--- config.mk ---
export PLATFORM = sky130hd
export DESIGN_NAME = button_conditioner
export DESIGN_NICKNAME = d
export VERILOG_FILES = /design/src/rtl/button_pkg.sv /design/src/rtl/button_channel.sv /design/src/rtl/button_conditioner.sv
export SDC_FILE = /design/constraint.sdc
export NUM_CORES = 1
export LEC_CHECK = 0
export ABC_AREA = 1
export BUFFER_PORTS_ARGS = -buffer_cell sky130_fd_sc_hd__buf_2
export CAP_MARGIN = 15
export CELL_PAD_IN_SITES_DETAIL_PLACEMENT = 2
export CELL_PAD_IN_SITES_GLOBAL_PLACEMENT = 2
export CORE_MARGIN = 2
export CORE_UTILIZATION = 35
export DETAILED_ROUTE_END_ITERATION = 8
export GPL_TIMING_DRIVEN = 1
export PLACE_DENSITY_LB_ADDON = 0.1
export SLEW_MARGIN = 5
export SYNTH_ARGS = -nofsm -noshare
export SYNTH_HDL_FRONTEND = slang
export SYNTH_SLANG_ARGS = --single-unit
export TNS_END_PERCENT = 5
--- constraint.sdc ---
create_clock -name clk -period 1.8 [get_ports clk]
set_input_delay 0.36 -clock clk [delete_from_list [all_inputs] [get_ports clk]]
set_output_delay 0.36 -clock clk [all_outputs]
set_load 0.01 [all_outputs]
--- src/rtl/button_pkg.sv ---
// Shared types and helpers for the push-button conditioner.
package button_pkg;

   typedef enum logic [1:0] {
      IDLE,
      ARMING,
      HELD,
      DISARMING
   } btn_state_t;

   localparam int BTN_START  = 0;
   localparam int BTN_MOVE   = 1;
   localparam int BTN_SELECT = 2;

   function automatic int max3(input int a, input int b, input int c);
      int m;
      m = (a > b) ? a : b;
      return (m > c) ? m : c;
   endfunction

endpackage

--- src/rtl/button_channel.sv ---
// One button: two-flop synchronizer, debounce FSM and optional repeat timer.
module button_channel
   import button_pkg::*;
#(
   parameter int DEBOUNCE_CYCLES = 500_000,
   parameter int REPEAT_DELAY    = 25_000_000,
   parameter int REPEAT_PERIOD   = 10_000_000,
   parameter bit repeat_en       = 1'b0
) (
   input  logic clk,
   input  logic rst,
   input  logic btn_n,
   output logic level,
   output logic press,
   output logic release_p
);

   localparam int CW =
      $clog2(max3(DEBOUNCE_CYCLES, REPEAT_DELAY, REPEAT_PERIOD)) + 1;

   localparam logic [CW-1:0] DEB_LAST = CW'(DEBOUNCE_CYCLES - 1);
   localparam logic [CW-1:0] DLY_LAST = CW'(REPEAT_DELAY - 1);
   localparam logic [CW-1:0] PER_LAST = CW'(REPEAT_PERIOD - 1);
   localparam logic [CW-1:0] ONE      = CW'(1);

   logic [1:0]    sync_q;
   logic          s;
   btn_state_t    state_q, state_d;
   logic [CW-1:0] deb_q, deb_d;
   logic [CW-1:0] rpt_q, rpt_d;
   logic          phase_q, phase_d;
   logic          level_d, press_d, rel_d;
   logic          rpt_tick;
   logic [CW-1:0] rpt_last;

   assign s        = sync_q[1];
   assign rpt_last = phase_q ? PER_LAST : DLY_LAST;

   always_ff @(posedge clk) begin
      if (rst) begin
         sync_q    <= 2'b00;
         state_q   <= IDLE;
         deb_q     <= '0;
         rpt_q     <= '0;
         phase_q   <= 1'b0;
         level     <= 1'b0;
         press     <= 1'b0;
         release_p <= 1'b0;
      end else begin
         sync_q    <= {sync_q[0], ~btn_n};
         state_q   <= state_d;
         deb_q     <= deb_d;
         rpt_q     <= rpt_d;
         phase_q   <= phase_d;
         level     <= level_d;
         press     <= press_d;
         release_p <= rel_d;
      end
   end

   always_comb begin
      state_d  = state_q;
      deb_d    = deb_q;
      rpt_d    = rpt_q;
      phase_d  = phase_q;
      level_d  = level;
      press_d  = 1'b0;
      rel_d    = 1'b0;
      rpt_tick = 1'b0;

      unique case (state_q)
         IDLE: begin
            deb_d   = '0;
            rpt_d   = '0;
            phase_d = 1'b0;
            if (s) begin
               state_d = ARMING;
               deb_d   = ONE;
            end
         end
         ARMING: begin
            if (!s) begin
               state_d = IDLE;
               deb_d   = '0;
            end else if (deb_q == DEB_LAST) begin
               state_d = HELD;
               level_d = 1'b1;
               press_d = 1'b1;
               deb_d   = '0;
               rpt_d   = '0;
               phase_d = 1'b0;
            end else begin
               deb_d = deb_q + ONE;
            end
         end
         HELD: begin
            if (!s) begin
               state_d = DISARMING;
               deb_d   = ONE;
            end else begin
               rpt_tick = 1'b1;
            end
         end
         DISARMING: begin
            // a glitch back to pressed resumes the repeat cadence in place
            if (s) begin
               state_d  = HELD;
               deb_d    = '0;
               rpt_tick = 1'b1;
            end else if (deb_q == DEB_LAST) begin
               state_d = IDLE;
               level_d = 1'b0;
               rel_d   = 1'b1;
               deb_d   = '0;
            end else begin
               deb_d = deb_q + ONE;
            end
         end
      endcase

      if (repeat_en && rpt_tick) begin
         if (rpt_q == rpt_last) begin
            press_d = 1'b1;
            rpt_d   = '0;
            phase_d = 1'b1;
         end else begin
            rpt_d = rpt_q + ONE;
         end
      end
   end

endmodule

--- src/rtl/button_conditioner.sv ---
// Conditions N_BTN raw active-low buttons into level/press/release pulses.
module button_conditioner
   import button_pkg::*;
#(
   parameter int               N_BTN           = 3,
   parameter int               DEBOUNCE_CYCLES = 500_000,
   parameter int               REPEAT_DELAY    = 25_000_000,
   parameter int               REPEAT_PERIOD   = 10_000_000,
   parameter logic [N_BTN-1:0] REPEAT_MASK     = 3'b010
) (
   input  logic             clk,
   input  logic             rst,
   input  logic [N_BTN-1:0] btn_n,
   output logic [N_BTN-1:0] level,
   output logic [N_BTN-1:0] press,
   output logic [N_BTN-1:0] release_p
);

   for (genvar i = 0; i < N_BTN; i++) begin : g_ch
      button_channel #(
         .DEBOUNCE_CYCLES(DEBOUNCE_CYCLES),
         .REPEAT_DELAY   (REPEAT_DELAY),
         .REPEAT_PERIOD  (REPEAT_PERIOD),
         .repeat_en      (REPEAT_MASK[i])
      ) u_ch (
         .clk      (clk),
         .rst      (rst),
         .btn_n    (btn_n[i]),
         .level    (level[i]),
         .press    (press[i]),
         .release_p(release_p[i])
      );
   end

endmodule
==> impl_results.md, run 1 <==
- Number of clock sinks: 126
- Violations in the final reports: negative setup slack
- Source-to-sink clock delay at the later pin of the worst-skew pair: 0.44 ns
- Maximum net fanout on the critical path: 5
- Result of the run: finished with violations
- Setup-failing EPs final: 1
- Count of buffer and inverter cells on the critical path: 2
- Vias: 8594
- Most used cells in the layout excluding fill and tap cells: nand2_1 (328), nor2_1 (171), inv_1 (153), nand3_1 (120), dfxtp_1 (115)
- Avg Synthesized Cell Area: 6.14 µm²
- Clk slew on worst S/H paths: roughly 0.06 ns
- Number of maximum-capacitance constraint violations: 0
- Final worst-path cycle share: 1.01
- Number of cells in the finished layout apart from fillers: between 1500 and 2000
- Count of hold buffers inserted by post-cts repair: 0
- Final number of max-transition violations: 0
- Port buffer count: 13
- Antenna Nets Post-Route: 0
- Area growth from synthesis to layout: 24.2%
- Post-Synthesis Net Count: between 1000 and 1500
- Critical path endpoint category: flip-flop
- Number of levels the H-tree was split into: 4
- Number of cell rows: 54
- PwrDens: 696 nW/µm²
- Worst R2R Setup Slack: -0.02 ns
- Final critical delay including setup and external delays: 1.82 ns
- Count of distinct cell types in the synthesized netlist: 42
- Hpwl dp: around 22000 µm
- CP startpoint kind: flip-flop
- TritonCTS Buffers: 17
- Cells after Synth: 1264
- Static Leak: about 3.8 nW
- Routed length per placed instance: around 19 µm
- First element of the critical path: g_ch[0].u_ch.deb_q[0]
- Clock tree from TritonCTS: done
- Die footprint: approximately 23000 µm²
- Number of vias per cell after detailed routing: 5.25
- Critical path, cell by cell: ha_4 > nand3_4 > inv_1 > nand4_1 > nor2_2 > nand2_2 > nand2_2 > buf_4 > nand3_1 > nand2_1 > nor2_1
- Antenna violations before repair: 0
- Number of inserted diodes: 0
- First-pass GRT wire length: 50200 µm
- Kind of path behind the tightest hold check: primary input to flip-flop
- Gate family responsible for the most delay along the worst path: simple AND/OR/NAND/NOR gates
- Part of the Yosys area used for sequential elements: 0.325
- Share of synthesized registers carrying an async set or reset: 0
- Number of synthesized register bits: between 100 and 150
- Leading cell type in the layout, fill and taps excluded: nand2_1
- Number of global-route vias before repair: 9519
- Delay contributed by the slowest stage of the critical path: 0.41 ns
- Required time of the critical path: 2.13 ns
- Worst Setup Slack, final: -0.0199 ns
- Placed cell count: 1599
- Chip Height: between 150 and 200 µm
- Final routed DRC violation total: 0
- Layout cells sized above 1: 0.181
- Net count of the finished layout: 1354
- First-pass iteration count of the detailed router: 4
- Number of cells traversed by the worst register-to-register path: 11
- Number of warnings printed during yosys synthesis: 0
- Placer's final routability congestion estimate: 0.825
- Core Area: 21800 µm²
- Arrival time of data at the critical path endpoint: 2.15 ns
- Cell with the largest stage delay on the worst path: dfxtp_1
- Unrepaired setup endpoints after global routing: yes
- Post-synthesis instance area: ~7800 µm²
- GRT Residual Overflow: 0
- Worst setup path category: flip-flop to flip-flop
- Hold Vio Cnt, Final: 0
- Initial standard-cell utilization of the core: 0.356
- Wire length after detailed routing: 31700 µm
- Most used cell along the critical path: nand2_2
- Final clock skew: 0.0106 ns
- Count of flip-flops with a built-in enable after synthesis: 0
- Max IR drop VDD: a little under 0.5 mV
- Reg-to-reg startpoint: g_ch[0].u_ch.deb_q[0]
- Hold Slack: 0.0699 ns
- Violation count after the first detailed-routing iteration: 304
- Slew of the pin with the lowest slew margin: 0.424 ns
- Count of pins on the block boundary: 14
- Total Routing Usage GR: 0.266
- Worst setup timing slack at the placement stage: -0.0402 ns
- Highest clock frequency the design can meet: 549 MHz
- Die span in x: 153 µm
- Clk root buf: clkbuf_16
- Remaining max-slew budget at the tightest pin: 0.715
- Total number of cells along the worst setup path: 11
- CTS Buffer Depth: 2
- Pin count of the biggest net entering global routing: 57
- Most used flip-flop cell after synthesis: dfxtp_1
## synth_stat cells (10+ instances only)
cell	instances	area [µm²]
buf_4	14	105
nand2_1	342	1280
dfxtp_1	126	2520
clkbuf_1	10	37.5
inv_1	154	578
nand4_1	44	275
nor2_1	191	717
o21ai_0	30	150
nor3_1	45	225
a21oi_1	63	315
xor2_1	20	175
nand3_1	124	621
buf_2	12	60.1
## how the worst min path moves through the flow
stage / startpoint / to / slack (ns) / cells after the start
final: btn_n[1] / g_ch[1].u_ch.sync_q[0] / 0.07 / 2
after global routing: btn_n[1] / g_ch[1].u_ch.sync_q[0] / 0.06 / 2
after CTS: btn_n[1] / g_ch[1].u_ch.sync_q[0] / 0.06 / 2
after detailed placement: g_ch[0].u_ch.sync_q[0] / g_ch[0].u_ch.sync_q[1] / 0.41 / 2
after global placement: g_ch[0].u_ch.sync_q[0] / g_ch[0].u_ch.sync_q[1] / 0.40 / 2
after floorplan: g_ch[0].u_ch.sync_q[0] / g_ch[0].u_ch.sync_q[1] / 0.39 / 2
## metal layers
layer	wire [µm]	vias up	GRT usage
li1	-	4184	-
met1	13900	4266	0.322
met2	16500	94	0.484
met3	663	50	0.0405
met4	595	0	0.0789
met5	0	-	0
## where the power goes
part	leakage (nW)	internal [mW]	switching (mW)
clock	0.292	2.34	1.40
sequential	1.02	2.80	0.0162
combinational	2.45	0.0477	0.112
total	3.76	5.19	1.53
## per-stage QoR
stage	instance area, µm²	total power, mW	utilization	TNS, ns
2_1_floorplan	7760	2.96	-	0
3_3_place_gp	8610	3.02	0.394	0
3_5_place_dp	8610	3.02	0.394	-0.0409
4_1_cts	9290	6.76	0.426	-0.132
5_1_grt	9640	6.90	0.442	-2.30
6_report	9640	6.71	0.442	-0.0199
## kinds of logic (layout without fill, tap and decap cells)
group / after synthesis / count (layout) / share of synthesized area
flops: 126 / 126 / 0.325
simple gates: 796 / 796 / 0.454
xor+xnor: 27 / 27 / 0.0305
buf+inv: 207 / 300 / 0.114
fa+ha+maj: 4 / 4 / 0.00645
compound gates: 104 / 104 / 0.0703
## final cells by class
cell class / instances / area (µm²)
Sequential cell: 126 / 2540
Multi-Input combinational cell: 931 / 4680
Timing Repair Buffer: 108 / 843
Clock inverter: 11 / 166
Fill cell: 2696 / 12200
Inverter: 161 / 613
Clock buffer: 20 / 447
Tap cell: 280 / 350
## worst reg2reg max path: stages (launching register included)
cell and delay, ns:
dfxtp_1 0.41, ha_4 0.19, nand3_4 0.11, inv_1 0.09, nand4_1 0.10, nor2_2 0.20, nand2_2 0.15, nand2_2 0.13
buf_4 0.13, nand3_1 0.08, nand2_1 0.08, nor2_1 0.04
## flip-flops by register name, indices dropped and copies added, names as in the netlist, named ones only
signal               cells
g_ch.u_ch.phase_q        1
g_ch.u_ch.rpt_q         26
g_ch.u_ch.state_q        3
g_ch.u_ch.level          3
g_ch.u_ch.release_p      3
g_ch.u_ch.sync_q         6
g_ch.u_ch.deb_q         78
g_ch.u_ch.press          3
## timing repair
item / CTS / global route
setup endpoints to repair: 19 / 106
cloned: 0 / 0
pin swaps: 4 / 11
setup buffers: 3 / 4
resized for setup: 14 / 89
No activity file was read; power rests on OpenSTA's default activity.
==> run 2: changes to the inputs <==
RECOVER_POWER = 100   (was not set)
==> impl_results.md, run 2 (synthesized netlist as in run 1, its figures left out) <==
- Source-to-sink clock delay at the later pin of the worst-skew pair: 0.44 ns
- Multi-input logic area: 4680 µm²
- Final clock skew: 0.0103 ns
- Internal Dissipation: 5.19 mW
- Die span in x: 153 µm
- CP startpoint kind: flip-flop
- Number of vias per cell after detailed routing: 5.26
- Hpwl dp: 21600 µm
- Violation count after the first detailed-routing iteration: around 330
- Wire length after detailed routing: 31600 µm
- Initial standard-cell utilization of the core: 0.356
- First-pass GRT wire length: 50200 µm
- PwrDens: 697 nW/µm²
- Critical path endpoint category: flip-flop
- Hold Vio Cnt, Final: 0
- TritonCTS Buffers: 17
- Kind of path behind the tightest hold check: primary input to flip-flop
- First-pass iteration count of the detailed router: 5
- Chip Height: 153 µm
- Layout cells sized above 1: 0.175
- Number of levels the H-tree was split into: 4
- Relative contribution of combinational cells to total power: 0.024
- Number of clock sinks: 126
- Register cell area after layout: 2540 µm²
- Worst Setup Slack, final: -0.0318 ns
- Worst setup path category: flip-flop to flip-flop
- Setup TNS: -0.0318 ns
- Maximum net fanout on the critical path: 5
- Required time of the critical path: 2.12 ns
- Net count of the finished layout: approximately 1400
- Count of fill cells added during filler insertion: 2700
- Leading registers by flop count: g_ch.u_ch.deb_q (78), g_ch.u_ch.rpt_q (26), g_ch.u_ch.sync_q (6)
- Die footprint: 23400 µm²
- Count of pins on the block boundary: 14
- Final worst-path cycle share: 1.02
- Antenna violations before repair: 0
- Final critical delay including setup and external delays: 1.83 ns
- Static Leak: 3.72 nW
- Routed length per placed instance: ~19 µm
- Pwr Total: between 6 and 7 mW
- Vias: 8618
- Number of inserted diodes: 0
- Antenna Nets Post-Route: 0
- Share of power burned in registers: 0.419
- Final number of max-transition violations: 0
- Cell area after placement: 8610 µm²
- Clk root buf: clkbuf_16
- Core occupancy in the finished layout: 0.441
- Leading cell type in the layout, fill and taps excluded: nand2_1
- Placer's final routability congestion estimate: just over 0.8
- Share of power burned in the clock network: 0.557
- Most used cells in the layout excluding fill and tap cells: nand2_1 (328), nor2_1 (171), inv_1 (153), nand3_1 (120), dfxtp_1 (115)
- Clk slew on worst S/H paths: 0.06 ns
- Arrival time of data at the critical path endpoint: ~2.2 ns
- Unrepaired setup endpoints after global routing: yes
- Largest reg by FF count: g_ch.u_ch.deb_q
- Final routed DRC violation total: 0
- Highest clock frequency the design can meet: ~550 MHz
- Max IR drop VDD: 0.492 mV
- CTS Buffer Depth: 2
- Worst setup timing slack at the placement stage: -0.0402 ns
- Setup-failing EPs final: 1
- Core Area: 21800 µm²
- Number of global-route vias before repair: 9519
- Max reg flops: 78
- Number of maximum-capacitance constraint violations: 0
- Remaining max-slew budget at the tightest pin: 0.704
- Switching share of power: 0.227
- Area growth from synthesis to layout: 24.1%
- GRT Residual Overflow: 0
- Final standard cell area without fillers: roughly 9600 µm²
- Violations in the final reports: negative setup slack
- Slew of the pin with the lowest slew margin: 0.440 ns
- Result of the run: finished with violations
- Port buffer count: 13
- Total Routing Usage GR: 0.266
- Reported net switching power: 1.53 mW
- Clock tree from TritonCTS: done
- Pin count of the biggest net entering global routing: 57
- Number of cell rows: 54
==> run 2: power groups by stage <==
stage | clock, mW | combinational [mW] | sequential, mW
final | 3.74 | 0.160 | 2.82
after detailed placement | 0 | 0.145 | 2.88
after floorplan | 0 | 0.0842 | 2.87
after global routing | 3.91 | 0.176 | 2.82
after global placement | 0 | 0.140 | 2.88
after CTS | 3.80 | 0.148 | 2.82
==> run 2: worst paths after layout <==
check / startpoint / endpoint / slack, ns / cells after the start
worst max-delay path: g_ch[0].u_ch.deb_q[0] / flip-flop / -0.03 / 11
worst min-delay path: btn_n[1] / g_ch[1].u_ch.sync_q[0] / 0.07 / 2
worst max register to register: g_ch[0].u_ch.deb_q[0] / flip-flop / -0.03 / 11
worst min register to register: g_ch[0].u_ch.sync_q[0] / g_ch[0].u_ch.sync_q[1] / 0.41 / 2
==> run 2: per-layer routing <==
layer  GRT usage  wire, µm  vias up
met5           0         0        -
met4      0.0789       548        0
met3      0.0405       764       44
met2       0.484     16500      112
met1       0.322     13800     4277
li1            -         -     4185
==> run 2: metrics by stage <==
step,hold WS [ns],std cells
floorplan,0.388,1264
global placement,0.397,1599
CTS,0.0579,1633
detailed placement,0.411,1599
global route,0.0634,1637
finish,0.0713,1637
==> run 2: cell type report <==
class	count	area share
flip-flops and latches	126	0.264
well taps	280	0.0364
clock inverters	11	0.0173
multi-input cells	931	0.486
clock buffers	20	0.0464
repair buffers	108	0.0864
inverters	161	0.0637
==> run 2: worst max-delay path, cell delays in order (launching register included) <==
cell and delay (ns):
dfxtp_1 0.41, ha_4 0.19, nand3_4 0.11, inv_1 0.09
nand4_1 0.10, nor2_2 0.20, nand2_2 0.15, nand2_2 0.13
buf_4 0.13, nand3_1 0.08, nand2_1 0.08, nor2_1 0.04
==> run 2: what timing repair did <==
item                       CTS  global route
setup endpoints to repair   19           106
setup buffers                3             4
hold buffers                 0             0
resized for setup           14            89
pin swaps                    4            11
==> run 3: changes to the inputs <==
==> constraint.sdc (replaced) <==
create_clock -name clk -period 1.8 [get_ports clk]
set_input_delay 0.27 -clock clk [delete_from_list [all_inputs] [get_ports clk]]
set_output_delay 0.27 -clock clk [all_outputs]
set_load 0.01 [all_outputs]
==> impl_results.md, run 3 (synthesized netlist as in run 1, its figures left out) <==
- Required time of the critical path: between 2 and 2.5 ns
- Number of cells in the finished layout apart from fillers: 1641
- Cell area after placement: 8600 µm²
- Number of maximum-capacitance constraint violations: 0
- Port buffer count: 13
- Pin count of the biggest net entering global routing: 57
- Count of buffer and inverter cells on the critical path: 2
- Static Leak: 3.74 nW
- GRT Residual Overflow: 0
- Worst Setup Slack, final: -0.0239 ns
- CP startpoint kind: flip-flop
- Area growth from synthesis to layout: 23.9%
- Setup TNS: -0.0239 ns
- Unrepaired setup endpoints after global routing: yes
- Die footprint: 23400 µm²
- Routed length per placed instance: 19.9 µm
- Total Routing Usage GR: 0.265
- Setup-failing EPs final: 1
- Violations in the final reports: negative setup slack
- Remaining max-slew budget at the tightest pin: 0.630
- Hold Vio Cnt, Final: 0
- Multi-input logic area: 4670 µm²
- Arrival time of data at the critical path endpoint: 2.14 ns
- Leading cell type in the layout, fill and taps excluded: nand2_1
- Number of inserted diodes: 0
- Core Area: 21800 µm²
- Final critical delay including setup and external delays: between 1.5 and 2 ns
- Final standard cell area without fillers: 9620 µm²
- Clk slew on worst S/H paths: 0.06 ns
- Wire length after detailed routing: 32600 µm
- Final clock skew: roughly 0.011 ns
- Number of clock sinks: 126
- Die span in x: 153 µm
- Max reg flops: 78
- Source-to-sink clock delay at the later pin of the worst-skew pair: 0.44 ns
- Number of global-route vias before repair: 9476
- PwrDens: 680 nW/µm²
- Antenna violations before repair: 0
- Core occupancy in the finished layout: 0.441
- CTS Buffer Depth: 2
- Cell with the largest stage delay on the worst path: dfxtp_1
- Violation count after the first detailed-routing iteration: 338
- Final routed DRC violation total: 0
- Worst setup timing slack at the placement stage: -0.136 ns
- Gate family responsible for the most delay along the worst path: simple AND/OR/NAND/NOR gates
- Register cell area after layout: 2540 µm²
- First-pass GRT wire length: 50000 µm
- Kind of path behind the tightest hold check: primary input to flip-flop
- Leading registers by flop count: g_ch.u_ch.deb_q (78), g_ch.u_ch.rpt_q (26), g_ch.u_ch.sync_q (6)
- Chip Height: roughly 150 µm
- Critical path endpoint category: flip-flop
- Pwr Total: 6.54 mW
- Placer's final routability congestion estimate: 0.823
- Vias: 8786
- Max IR drop VDD: 0.550 mV
- Result of the run: finished with violations
- Most used cell along the critical path: nand2_1
- Placed cell count: 1600
- Reg-to-reg startpoint: g_ch[2].u_ch.deb_q[5]
- Hold Slack: 0.312 ns
- Hpwl dp: 21700 µm
- Initial standard-cell utilization of the core: 0.356
- First element of the critical path: g_ch[2].u_ch.deb_q[5]
- Antenna Nets Post-Route: 0
- Clk root buf: clkbuf_16
- Number of vias per cell after detailed routing: around 5.4
- Highest clock frequency the design can meet: 548 MHz
- Clock tree from TritonCTS: done
- Count of pins on the block boundary: 14
- Net count of the finished layout: 1357
- Critical path, cell by cell: inv_1 > nand2_1 > nor3_1 > nand2_1 > nor2_1 > nand2_1 > nand2_2 > clkinvlp_4 > nand2_1 > a21oi_1
- Worst setup path category: flip-flop to flip-flop
- Slew of the pin with the lowest slew margin: approximately 0.55 ns
- First-pass iteration count of the detailed router: 5
- Delay contributed by the slowest stage of the critical path: ~0.34 ns
- Count of fill cells added during filler insertion: approximately 2700
- Number of cell rows: 54
- Layout cells sized above 1: 0.176
- Number of levels the H-tree was split into: 4
- Largest reg by FF count: g_ch.u_ch.deb_q
- Maximum net fanout on the critical path: 6
- Final worst-path cycle share: 1.01
- Hold Startpoint: rst
- Most used cells in the layout excluding fill and tap cells: nand2_1 (330), nor2_1 (174), inv_1 (153), nand3_1 (120), dfxtp_1 (110)
- Final number of max-transition violations: 0
- TritonCTS Buffers: 17
## run 3: final timing paths
| path | endpoint | slack [ns] | cells after the start |
|---|---|---|---|
| setup / recovery | g_ch[2].u_ch.deb_q[24] | -0.02 | 10 |
| hold / removal | g_ch[1].u_ch.sync_q[0] | 0.31 | 3 |
| setup reg to reg | g_ch[2].u_ch.deb_q[24] | -0.02 | 10 |
| hold reg to reg | g_ch[0].u_ch.sync_q[1] | 0.41 | 2 |
## run 3: where the power goes
group	switching, mW	internal (mW)
sequential	0.0166	2.80
clock	1.48	2.08
combinational	0.115	0.0528
total	1.61	4.93
## run 3: area by class of cell
class / count / share of cell area
clock buffers: 19 / 0.0460
clock inverters: 13 / 0.0147
inverters: 161 / 0.0637
multi-input cells: 931 / 0.486
flip-flops and latches: 126 / 0.265
well taps: 280 / 0.0364
repair buffers: 111 / 0.0887
## run 3: worst reg2reg max path, cell delays in order (launching register included)
cell and delay, ns:
dfxtp_1 0.34, inv_1 0.11, nand2_1 0.07, nor3_1 0.23
nand2_1 0.12, nor2_1 0.21, nand2_1 0.10, nand2_2 0.14
clkinvlp_4 0.19, nand2_1 0.12, a21oi_1 0.08
## run 3: layer usage
metal  vias to the layer above  track usage  wire length, µm
met5                         -            0                0
met4                         0       0.0820              763
met3                        61       0.0397              728
met2                       130        0.484            16800
met1                      4387        0.320            14300
li1                       4208            -                -
## run 3: what timing repair did
| action | 4_1_cts | 5_1_grt |
|---|---|---|
| resized for setup | 27 | 78 |
| setup endpoints to repair | 49 | 98 |
| hold buffers | 3 | 0 |
| hold endpoints to repair | 3 | 0 |
| setup buffers | 0 | 6 |
| pin swaps | 0 | 13 |
